==> config.mk <==
export PLATFORM = sky130hd
export DESIGN_NAME = wb_arbiter
export DESIGN_NICKNAME = d
export VERILOG_FILES = /design/src/rtl/wb_arbiter.sv
export SDC_FILE = /design/constraint.sdc
export NUM_CORES = 1
export LEC_CHECK = 0
export CORE_AREA = 2 2 160 162
export CTS_CLUSTER_DIAMETER = 80
export DETAILED_ROUTE_END_ITERATION = 8
export DIE_AREA = 0 0 162 164
export PLACE_DENSITY = 0.71
export SLEW_MARGIN = 20
export SYNTH_ARGS = -nofsm -noshare
export SYNTH_HDL_FRONTEND = slang
export SYNTH_SLANG_ARGS = --single-unit
export TNS_END_PERCENT = 20
==> constraint.sdc <==
create_clock -name clk_i -period 1.45 [get_ports clk_i]
set_input_delay 0.435 -clock clk_i [delete_from_list [all_inputs] [get_ports clk_i]]
set_output_delay 0.435 -clock clk_i [all_outputs]
set_load 0.01 [all_outputs]
==> src/rtl/wb_arbiter.sv <==
// wb_arbiter: write-back arbiter from NPORT execute-unit result ports into one registered ROB write-back slot.
//   Config macro WB_ARB_ROUNDROBIN_EN: defined -> round-robin from a rotating pointer; undefined -> fixed priority (lowest index wins).
//   Ports: clk_i, arstn_i (async active-low), flush_i;
//          in_valid_i/in_ready_o [NPORT], in_data_i/in_csrdata_i [NPORT*XLEN], in_itag_i [NPORT*ITAG_W];
//          rob_valid_o/rob_ready_i, rob_data_o/rob_csrdata_o [XLEN], rob_itag_o [ITAG_W], rob_src_o [SRC_W].
module wb_arbiter #(
  parameter int NPORT  = 2,
  parameter int XLEN   = 64,
  parameter int ITAG_W = 8,
  parameter int SRC_W  = $clog2(NPORT)
) (
  input  logic                    clk_i,
  input  logic                    arstn_i,
  input  logic                    flush_i,
  input  logic [NPORT-1:0]        in_valid_i,
  output logic [NPORT-1:0]        in_ready_o,
  input  logic [NPORT*XLEN-1:0]   in_data_i,
  input  logic [NPORT*XLEN-1:0]   in_csrdata_i,
  input  logic [NPORT*ITAG_W-1:0] in_itag_i,
  output logic                    rob_valid_o,
  input  logic                    rob_ready_i,
  output logic [XLEN-1:0]         rob_data_o,
  output logic [XLEN-1:0]         rob_csrdata_o,
  output logic [ITAG_W-1:0]       rob_itag_o,
  output logic [SRC_W-1:0]        rob_src_o
);
  logic              r_valid;
  logic [XLEN-1:0]   r_data, r_csrdata;
  logic [ITAG_W-1:0] r_itag;
  logic [SRC_W-1:0]  r_src;
  logic              w_take, w_any;
  logic [SRC_W-1:0]  w_base, w_sel;
  logic [SRC_W:0]    w_k;
  // Transfers are also blocked while reset is held so no port sees a handshake that the reset then discards.
  assign w_take     = (!r_valid | rob_ready_i) & !flush_i & arstn_i;
  assign in_ready_o = (w_any & w_take) ? (NPORT'(1) << w_sel) : '0;
`ifdef WB_ARB_ROUNDROBIN_EN
  logic [SRC_W-1:0] r_ptr;
  // Explicit wrap so non-power-of-two NPORT returns to port 0.
  always_ff @(posedge clk_i or negedge arstn_i)
    if (!arstn_i) r_ptr <= '0;
    else if (w_any & w_take) r_ptr <= (w_sel == SRC_W'(NPORT-1)) ? '0 : w_sel + 1'b1;
  assign w_base = r_ptr;
`else
  assign w_base = '0;
`endif
  // Scan from farthest to nearest relative to w_base; the last hit is the closest valid port.
  always_comb begin
    w_sel = '0;
    w_any = 1'b0;
    w_k   = '0;
    for (int i = NPORT-1; i >= 0; i--) begin
      w_k = {1'b0, w_base} + (SRC_W+1)'(i);
      w_k = (w_k >= (SRC_W+1)'(NPORT)) ? w_k - (SRC_W+1)'(NPORT) : w_k;
      if (in_valid_i[w_k[SRC_W-1:0]]) begin
        w_sel = w_k[SRC_W-1:0];
        w_any = 1'b1;
      end
    end
  end
  always_ff @(posedge clk_i or negedge arstn_i)
    if (!arstn_i) begin
      r_valid   <= 1'b0;
      r_data    <= '0;
      r_csrdata <= '0;
      r_itag    <= '0;
      r_src     <= '0;
    end else if (flush_i) begin
      r_valid <= 1'b0;
    end else if (w_take) begin
      r_valid <= w_any;
      if (w_any) begin
        r_data    <= in_data_i[w_sel*XLEN +: XLEN];
        r_csrdata <= in_csrdata_i[w_sel*XLEN +: XLEN];
        r_itag    <= in_itag_i[w_sel*ITAG_W +: ITAG_W];
        r_src     <= w_sel;
      end
    end
  assign rob_valid_o   = r_valid;
  assign rob_data_o    = r_data;
  assign rob_csrdata_o = r_csrdata;
  assign rob_itag_o    = r_itag;
  assign rob_src_o     = r_src;
endmodule

==> impl_summary.txt, run 1 <==
----------------------------------------------------
[CTS]
  H-tree Lvls ... 4
  Clock latency at the later pin of the worst-skew pair ... 0.41 ns
  Clock root buffer ... sky130_fd_sc_hd__clkbuf_16
  Number of buffers added by the clock tree synthesis step ... 17
  CTS max path bufs ... 2
  Clock tree from TritonCTS ... yes
  Number of sinks driven by the clock tree ... 138
  Clock transition at the registers of the reported paths ... 0.06 ns

[STA]
  Slack of the critical path ... -0.2774 ns
  Ratio of final minimum period to clock period ... 1.191
  Fin. Hold Viols ... 0
  Measured slew at the worst slew-check pin ... 0.7970 ns
  Setup clock skew after layout ... 0.01071 ns
  Relative slew slack ... 0.4686
  Total setup violations reported at the end of the flow ... 139
  Unrepaired setup endpoints after global routing ... true
  Fin crit period ... 1.727 ns
  Final Slew Violations ... 0
  Fmax ... 578.9 MHz

[Route]
  Via count ... 5709
  Detailed-route wire length ... 24.37 mm
  Average wire per standard cell ... 19.06 um
  Iter 0 DRT Violations ... 154
  DRC violations left ... 0
  Via count normalized by instance count ... 4.464
  Length of the first detailed-routing pass in iterations ... 4
  Number of nets with antenna violations after routing ... 0

[Cells and area]
  Filler cell count ... 2185
  Number of standard cells in the final layout excluding fillers ... 1279
  Number of nets at the end of the flow ... 1214
  Inserted Diodes ... 0
  Layout cells sized above 1 ... 0.5553
  End-of-flow core utilization ... 0.5342
  Area delta synth->final ... 68.75%

[Worst hold path]
  Hold/Removal Path Class ... input port to asynchronous set/reset pin

[Synth]
  Portion of synthesized cell area occupied by the leading cell type ... 0.4529
  Leading cell types by total area after synthesis ... sky130_fd_sc_hd__mux2_4 45%, sky130_fd_sc_hd__dfrtp_1 44%, sky130_fd_sc_hd__mux2_2 5.0%
  Cell variety after synth ... 16
  Post-synthesis sequential element count ... 138
  Cell taking the most area after synthesis ... sky130_fd_sc_hd__mux2_4
  Nets in the synthesized netlist ... 729
  Number of warnings issued by yosys ... 0
  Netlist area before placement ... 7856 um^2
  Sequential element share of the synthesized area ... 0.4396
  Instance count of the mapped netlist ... 451
  Mean area per synthesized cell ... 17.42 um^2

[Floorplanning]
  I/O pin total ... 418
  Die Span X ... 162 um
  Die height ... 164 um
  Total number of placement rows ... 58
  Std-Cell Core Area ... 24820 um^2
  Initial standard-cell utilization of the core ... 0.3165
  Overall die area ... 26570 um^2

[Global routing]
  Via count of the first global-routing pass ... 6324
  Remaining global-route overflow ... 0
  Total global-route track usage ... 0.1795
  Pin count of the biggest net entering global routing ... 124
  Number of antenna violations at the first check in global routing ... 0
  Wire length of the first global-routing pass ... 36.38 mm

[Run status]
  Failing checks ... setup timing
  Status ... finished with violations

[Critical path]
  Origin of the critical flop-to-flop path ... rob_valid_o
  Crit end category ... output port
  Critical Path RT ... 1.02 ns
  Crit Path Class ... flip-flop to output port
  Arrival time reported for the critical path endpoint ... 1.29 ns
  Setup crit start ... rob_valid_o
  Critical Path Fanout Max ... 4
  Startpoint types ... flip-flop

[Placed design]
  Number of buffer cells added on primary ports ... 417
  Detail Placement HPWL ... 18.02 mm
  Worst slack, placed ... -0.8632 ns
  Dpl cells ... 1223
  Final weighted congestion in routability-driven placement ... 0.7697

[Pwr]
  Leakage component of the power ... 6.141 nW
  Power per unit of standard cell area ... 1112 nW/um^2
  Max IR drop VDD ... 0.6092 mV

[Flow run]
  Number of violations of the max-capacitance limit ... 0

----------------------------------------------------
-- stage by stage --
step,hold slack (ns),setup TNS [ns],total power [mW],area (um^2)
after CTS,0.3111,-27.38,14.91,13150
final,0.1804,-31.48,14.75,13260
after global routing,0.3204,-41.48,15.45,13260
after floorplan,0.1394,-16.24,7.743,7943
after detailed placement,0.4395,-111.07,10.94,12780
after global placement,0.4439,-106.55,10.86,12780
-- Yosys cell counts --
master,n
sky130_fd_sc_hd__mux2_2,35
sky130_fd_sc_hd__nor2b_2,1
sky130_fd_sc_hd__and2_1,1
sky130_fd_sc_hd__buf_6,15
sky130_fd_sc_hd__nand2b_1,2
sky130_fd_sc_hd__mux2_4,237
sky130_fd_sc_hd__buf_8,10
sky130_fd_sc_hd__o21bai_1,1
sky130_fd_sc_hd__nor2b_4,1
sky130_fd_sc_hd__o211a_1,1
sky130_fd_sc_hd__nor2_1,1
sky130_fd_sc_hd__and3_1,2
sky130_fd_sc_hd__buf_12,1
sky130_fd_sc_hd__dfrtp_1,138
sky130_fd_sc_hd__buf_4,4
sky130_fd_sc_hd__a31oi_1,1
-- flip-flops by register name (all words and copies together) (netlist names) --
signal	flops
rob_itag_o	8
rob_src_o	1
rob_valid_o	1
rob_csrdata_o	64
rob_data_o	64
-- worst paths after layout --
check / slack (ns) / to / cells after the start
max: -0.28 / in_ready_o[0] / 4
min: 0.18 / rob_csrdata_o[2] / 3
max reg2reg: -0.26 / rob_csrdata_o[31] / 7
min reg2reg: 0.50 / rob_data_o[42] / 1
max in group asynchronous: 0.23 / rob_csrdata_o[56] / 3
min in group clk_i: 0.50 / rob_data_o[42] / 1
-- power breakdown --
part	switching, mW	total (mW)	internal, mW	leakage [nW]
logic	1.79	4.95	3.16	4.23
registers	0.508	5.25	4.74	1.63
clock network	1.78	4.55	2.78	0.280
total	4.07	14.7	10.7	6.14
-- layout make-up --
type	count	area (um^2)	share of cell area
clock buffer	20	446.7	0.03369
tap	330	412.9	0.03114
multi-input combinational	283	4144	0.3126
sequential	138	3453	0.2605
timing repair buffer	496	4638	0.3498
clock inverter	12	162.7	0.01227
-- cell families (layout without fill, tap and decap cells) --
logic type | count (synthesis) | count (layout) | synth area share
mux | 272 | 272 | 0.5031
simple gates | 8 | 8 | 0.007325
buf+inv | 30 | 528 | 0.04698
flops | 138 | 138 | 0.4396
compound gates | 3 | 3 | 0.003027
-- cell usage in the layout (no fill, tap or decap), types with 2 or more instances in the layout --
cell / Yosys / final
sky130_fd_sc_hd__buf_2: 0 / 138
sky130_fd_sc_hd__bufinv_16: 0 / 3
sky130_fd_sc_hd__clkbuf_1: 0 / 2
sky130_fd_sc_hd__dlygate4sd2_1: 0 / 2
sky130_fd_sc_hd__buf_4: 4 / 26
sky130_fd_sc_hd__buf_12: 1 / 19
sky130_fd_sc_hd__buf_8: 10 / 7
sky130_fd_sc_hd__mux2_4: 237 / 261
sky130_fd_sc_hd__clkbuf_16: 0 / 21
sky130_fd_sc_hd__clkinvlp_4: 0 / 5
sky130_fd_sc_hd__buf_6: 15 / 18
sky130_fd_sc_hd__buf_16: 0 / 7
sky130_fd_sc_hd__mux2_2: 35 / 11
sky130_fd_sc_hd__inv_6: 0 / 4
sky130_fd_sc_hd__dfrtp_1: 138 / 138
sky130_fd_sc_hd__clkdlybuf4s50_1: 0 / 272
-- layer usage --
| metal | global-route usage | vias up | part of all wire |
|---|---|---|---|
| li1 | - | 2611 | - |
| met4 | 0.04867 | 0 | 0.015 |
| met1 | 0.2138 | 2844 | 0.41 |
| met5 | 0 | - | 0 |
| met2 | 0.3232 | 229 | 0.52 |
| met3 | 0.04343 | 25 | 0.056 |
-- worst max-delay path, stage by stage (launching register included) --
cell                       delay (ns)
sky130_fd_sc_hd__dfrtp_1         0.39
sky130_fd_sc_hd__buf_6           0.13
sky130_fd_sc_hd__nand2b_4        0.07
sky130_fd_sc_hd__and3_4          0.20
sky130_fd_sc_hd__buf_6           0.10
-- what timing repair did --
item | 4_1_cts | 5_1_grt
hold buffers | 1 | 0
hold endpoints to repair | 15 | 0
setup endpoints to repair | 277 | 140
gates resized for setup | 603 | 13
pin swaps | 0 | 1
cloned | 7 | 4
buffers inserted | 12 | 3
Note: power is estimated with default switching activity, not from simulation.
==> run 2: changes to the inputs <==
Settings changed: PLACE_DENSITY 0.71 to 0.68, REMOVE_ABC_BUFFERS set to 1.
Clock period 1.45 ns to 2.2 ns, I/O delays scaled along.
==> run 2 against run 1 <==
  * The flow now finishes without violations
  * Highest routed layer unchanged
  * Hold slack improved by 0.26 ns
  * Clock skew fell by 0.0047 ns
  * Combinational power fell by 27%
  * Via count fell by 5.3%
==> impl_summary.txt, run 2 (synthesized netlist as in run 1, its figures left out) <==
----------------------------------------------------
[CTS]
  CTS max path bufs ... 2
  Number of buffers added by the clock tree synthesis step ... 17
  Clock root buffer ... sky130_fd_sc_hd__clkbuf_16
  Clock tree from TritonCTS ... yes
  Clock latency at the later pin of the worst-skew pair ... 0.41 ns
  Clock transition at the registers of the reported paths ... 0.06 ns
  Post-CTS Hold Fix Bufs ... 0
  Number of sinks driven by the clock tree ... 138
  H-tree Lvls ... 4

[Critical path]
  Crit Path Class ... flip-flop to output port
  Startpoint types ... flip-flop
  Sum of buffers and inverters on the critical path ... 1
  CP max stage cell ... sky130_fd_sc_hd__clkdlybuf4s50_1
  CP top delay family ... buffers and inverters
  Arrival time reported for the critical path endpoint ... 1.40 ns
  Critical Path RT ... 1.54 ns
  Ordered cell list for the critical path ... clkdlybuf4s50_1
  Critical Path Fanout Max ... 3
  Crit end category ... output port
  Max incr delay on CP ... 0.57 ns

[Cells and area]
  Number of nets at the end of the flow ... 1183
  Commonest cells after routing, fill and taps aside ... 410 x sky130_fd_sc_hd__clkdlybuf4s50_1, 237 x sky130_fd_sc_hd__mux2_4, 138 x sky130_fd_sc_hd__dfrtp_1
  Layout cells sized above 1 ... 0.3897
  Inserted Diodes ... 0
  End-of-flow core utilization ... 0.5370
  Filler cell count ... 2140
  Leading cell type in the layout, fill and taps excluded ... sky130_fd_sc_hd__clkdlybuf4s50_1
  Area delta synth->final ... 69.65%

[STA]
  Post-Route Hold Slack ... 0.4443 ns
  Total negative slack ... 0 ns
  Fmax ... 485.3 MHz
  Fin. Hold Viols ... 0
  Measured slew at the worst slew-check pin ... 0.7856 ns
  Relative slew slack ... 0.4763
  Unrepaired setup endpoints after global routing ... false
  Final Slew Violations ... 0
  Ratio of final minimum period to clock period ... 0.9367
  Setup clock skew after layout ... 0.006033 ns
  Fin crit period ... 2.061 ns
  Total setup violations reported at the end of the flow ... 0

[Global routing]
  Remaining global-route overflow ... 0
  Total global-route track usage ... 0.1676
  Wire length of the first global-routing pass ... 33.87 mm
  Via count of the first global-routing pass ... 5892
  Pin count of the biggest net entering global routing ... 61
  Number of antenna violations at the first check in global routing ... 0

[Pwr]
  Max IR drop VDD ... 0.3873 mV
  Power per unit of standard cell area ... 766.4 nW/um^2
  Leakage component of the power ... 5.811 nW

[Route]
  Iter 0 DRT Violations ... 133
  Via count normalized by instance count ... 4.339
  Via count ... 5406
  Length of the first detailed-routing pass in iterations ... 4
  Top layer in use ... met4
  Met3 wire length ... 1.992 mm
  Number of nets with antenna violations after routing ... 0
  Detailed-route wire length ... 22.73 mm
  Routed metal-1 wire length ... 8.942 mm
  Average wire per standard cell ... 18.24 um
  DRC violations left ... 0
  Routed met2 length ... 11.36 mm

[Floorplanning]
  Std-Cell Core Area ... 24820 um^2
  Overall die area ... 26570 um^2
  Die height ... 164 um
  Initial standard-cell utilization of the core ... 0.3165
  Total number of placement rows ... 58
  Die Span X ... 162 um
  I/O pin total ... 418

[Flow run]
  Number of violations of the max-capacitance limit ... 0

[Placed design]
  Number of buffer cells added on primary ports ... 417
  Final weighted congestion in routability-driven placement ... 0.7604
  Detail Placement HPWL ... 17.80 mm

[Worst hold path]
  Hold/Removal Path Class ... input port to asynchronous set/reset pin

[Run status]
  Status ... complete, no violations

----------------------------------------------------
run 2: cell types whose count changed in the layout (fill, tap and decap cells not counted), moves of 4 or more:
cell and delta:
sky130_fd_sc_hd__buf_2 -137, sky130_fd_sc_hd__clkbuf_16 -4, sky130_fd_sc_hd__buf_8 -7, sky130_fd_sc_hd__buf_16 -7, sky130_fd_sc_hd__clkdlybuf4s50_1 +138, sky130_fd_sc_hd__mux2_2 +24, sky130_fd_sc_hd__inv_6 -4, sky130_fd_sc_hd__mux2_4 -24
sky130_fd_sc_hd__buf_6 -16
run 2: final timing paths:
| check | start | end | slack (ns) | cells after the start |
|---|---|---|---|---|
| setup reg to reg | rob_valid_o | rob_csrdata_o[61] | 0.53 | 6 |
| min in group clk_i | rob_data_o[20] | rob_data_o[20] | 0.51 | 1 |
| setup / recovery | rob_valid_o | rob_valid_o | 0.14 | 1 |
| hold reg to reg | rob_data_o[20] | rob_data_o[20] | 0.51 | 1 |
| hold / removal | arstn_i | rob_csrdata_o[49] | 0.44 | 2 |
| max in group asynchronous | arstn_i | rob_csrdata_o[62] | 0.72 | 3 |
run 2: layout make-up:
type | count | area (um^2) | share of cell area
Clock buffer | 19 | 442.9 | 0.03323
Clock inverter | 11 | 196.4 | 0.01474
Multi-Input combinational cell | 283 | 4054 | 0.3042
Sequential cell | 138 | 3453 | 0.2591
Tap cell | 330 | 412.9 | 0.03098
Timing Repair Buffer | 465 | 4768 | 0.3578
run 2: what timing repair did:
item | 4_1_cts | 5_1_grt
buffers inserted | 0 | 0
pin swaps | 0 | 1
hold endpoints to repair | 0 | 0
resized for setup | 14 | 1
endpoints found under the setup margin | 2 | 2
run 2: worst reg2reg max path: cells and delay by family, from the launching register on:
kind | cells | cell delay [ns]
mux | 1 | 0.31
compound gates | 1 | 0.19
buf+inv | 3 | 0.52
flops | 1 | 0.43
simple gates | 1 | 0.10
run 2: routing by layer:
metal / vias up / GRT usage
met4: 0 / 0.05149
met1: 2585 / 0.1958
met2: 264 / 0.2907
li1: 2534 / -
met5: - / 0
met3: 23 / 0.05732
run 2: power by group:
group | total, mW | internal (mW) | leakage [nW] | switching, mW
Sequential | 3.46 | 3.12 | 1.63 | 0.333
Combinational | 3.62 | 2.49 | 3.88 | 1.13
Clock | 3.13 | 2.03 | 0.305 | 1.10
Total | 10.2 | 7.65 | 5.81 | 2.56
run 2: per-stage QoR:
step                      worst slack [ns]  cell area, um^2  power [mW]  instances
after floorplan                     -3.344             7487       5.092        421
after global placement             -0.4375            12680       7.118       1216
after detailed placement           -0.4387            12680       7.143       1216
after CTS                       -0.0006478            13330       10.36       1246
after global routing               0.09348            13330       10.67       1246
final                               0.1393            13330       10.21       1246
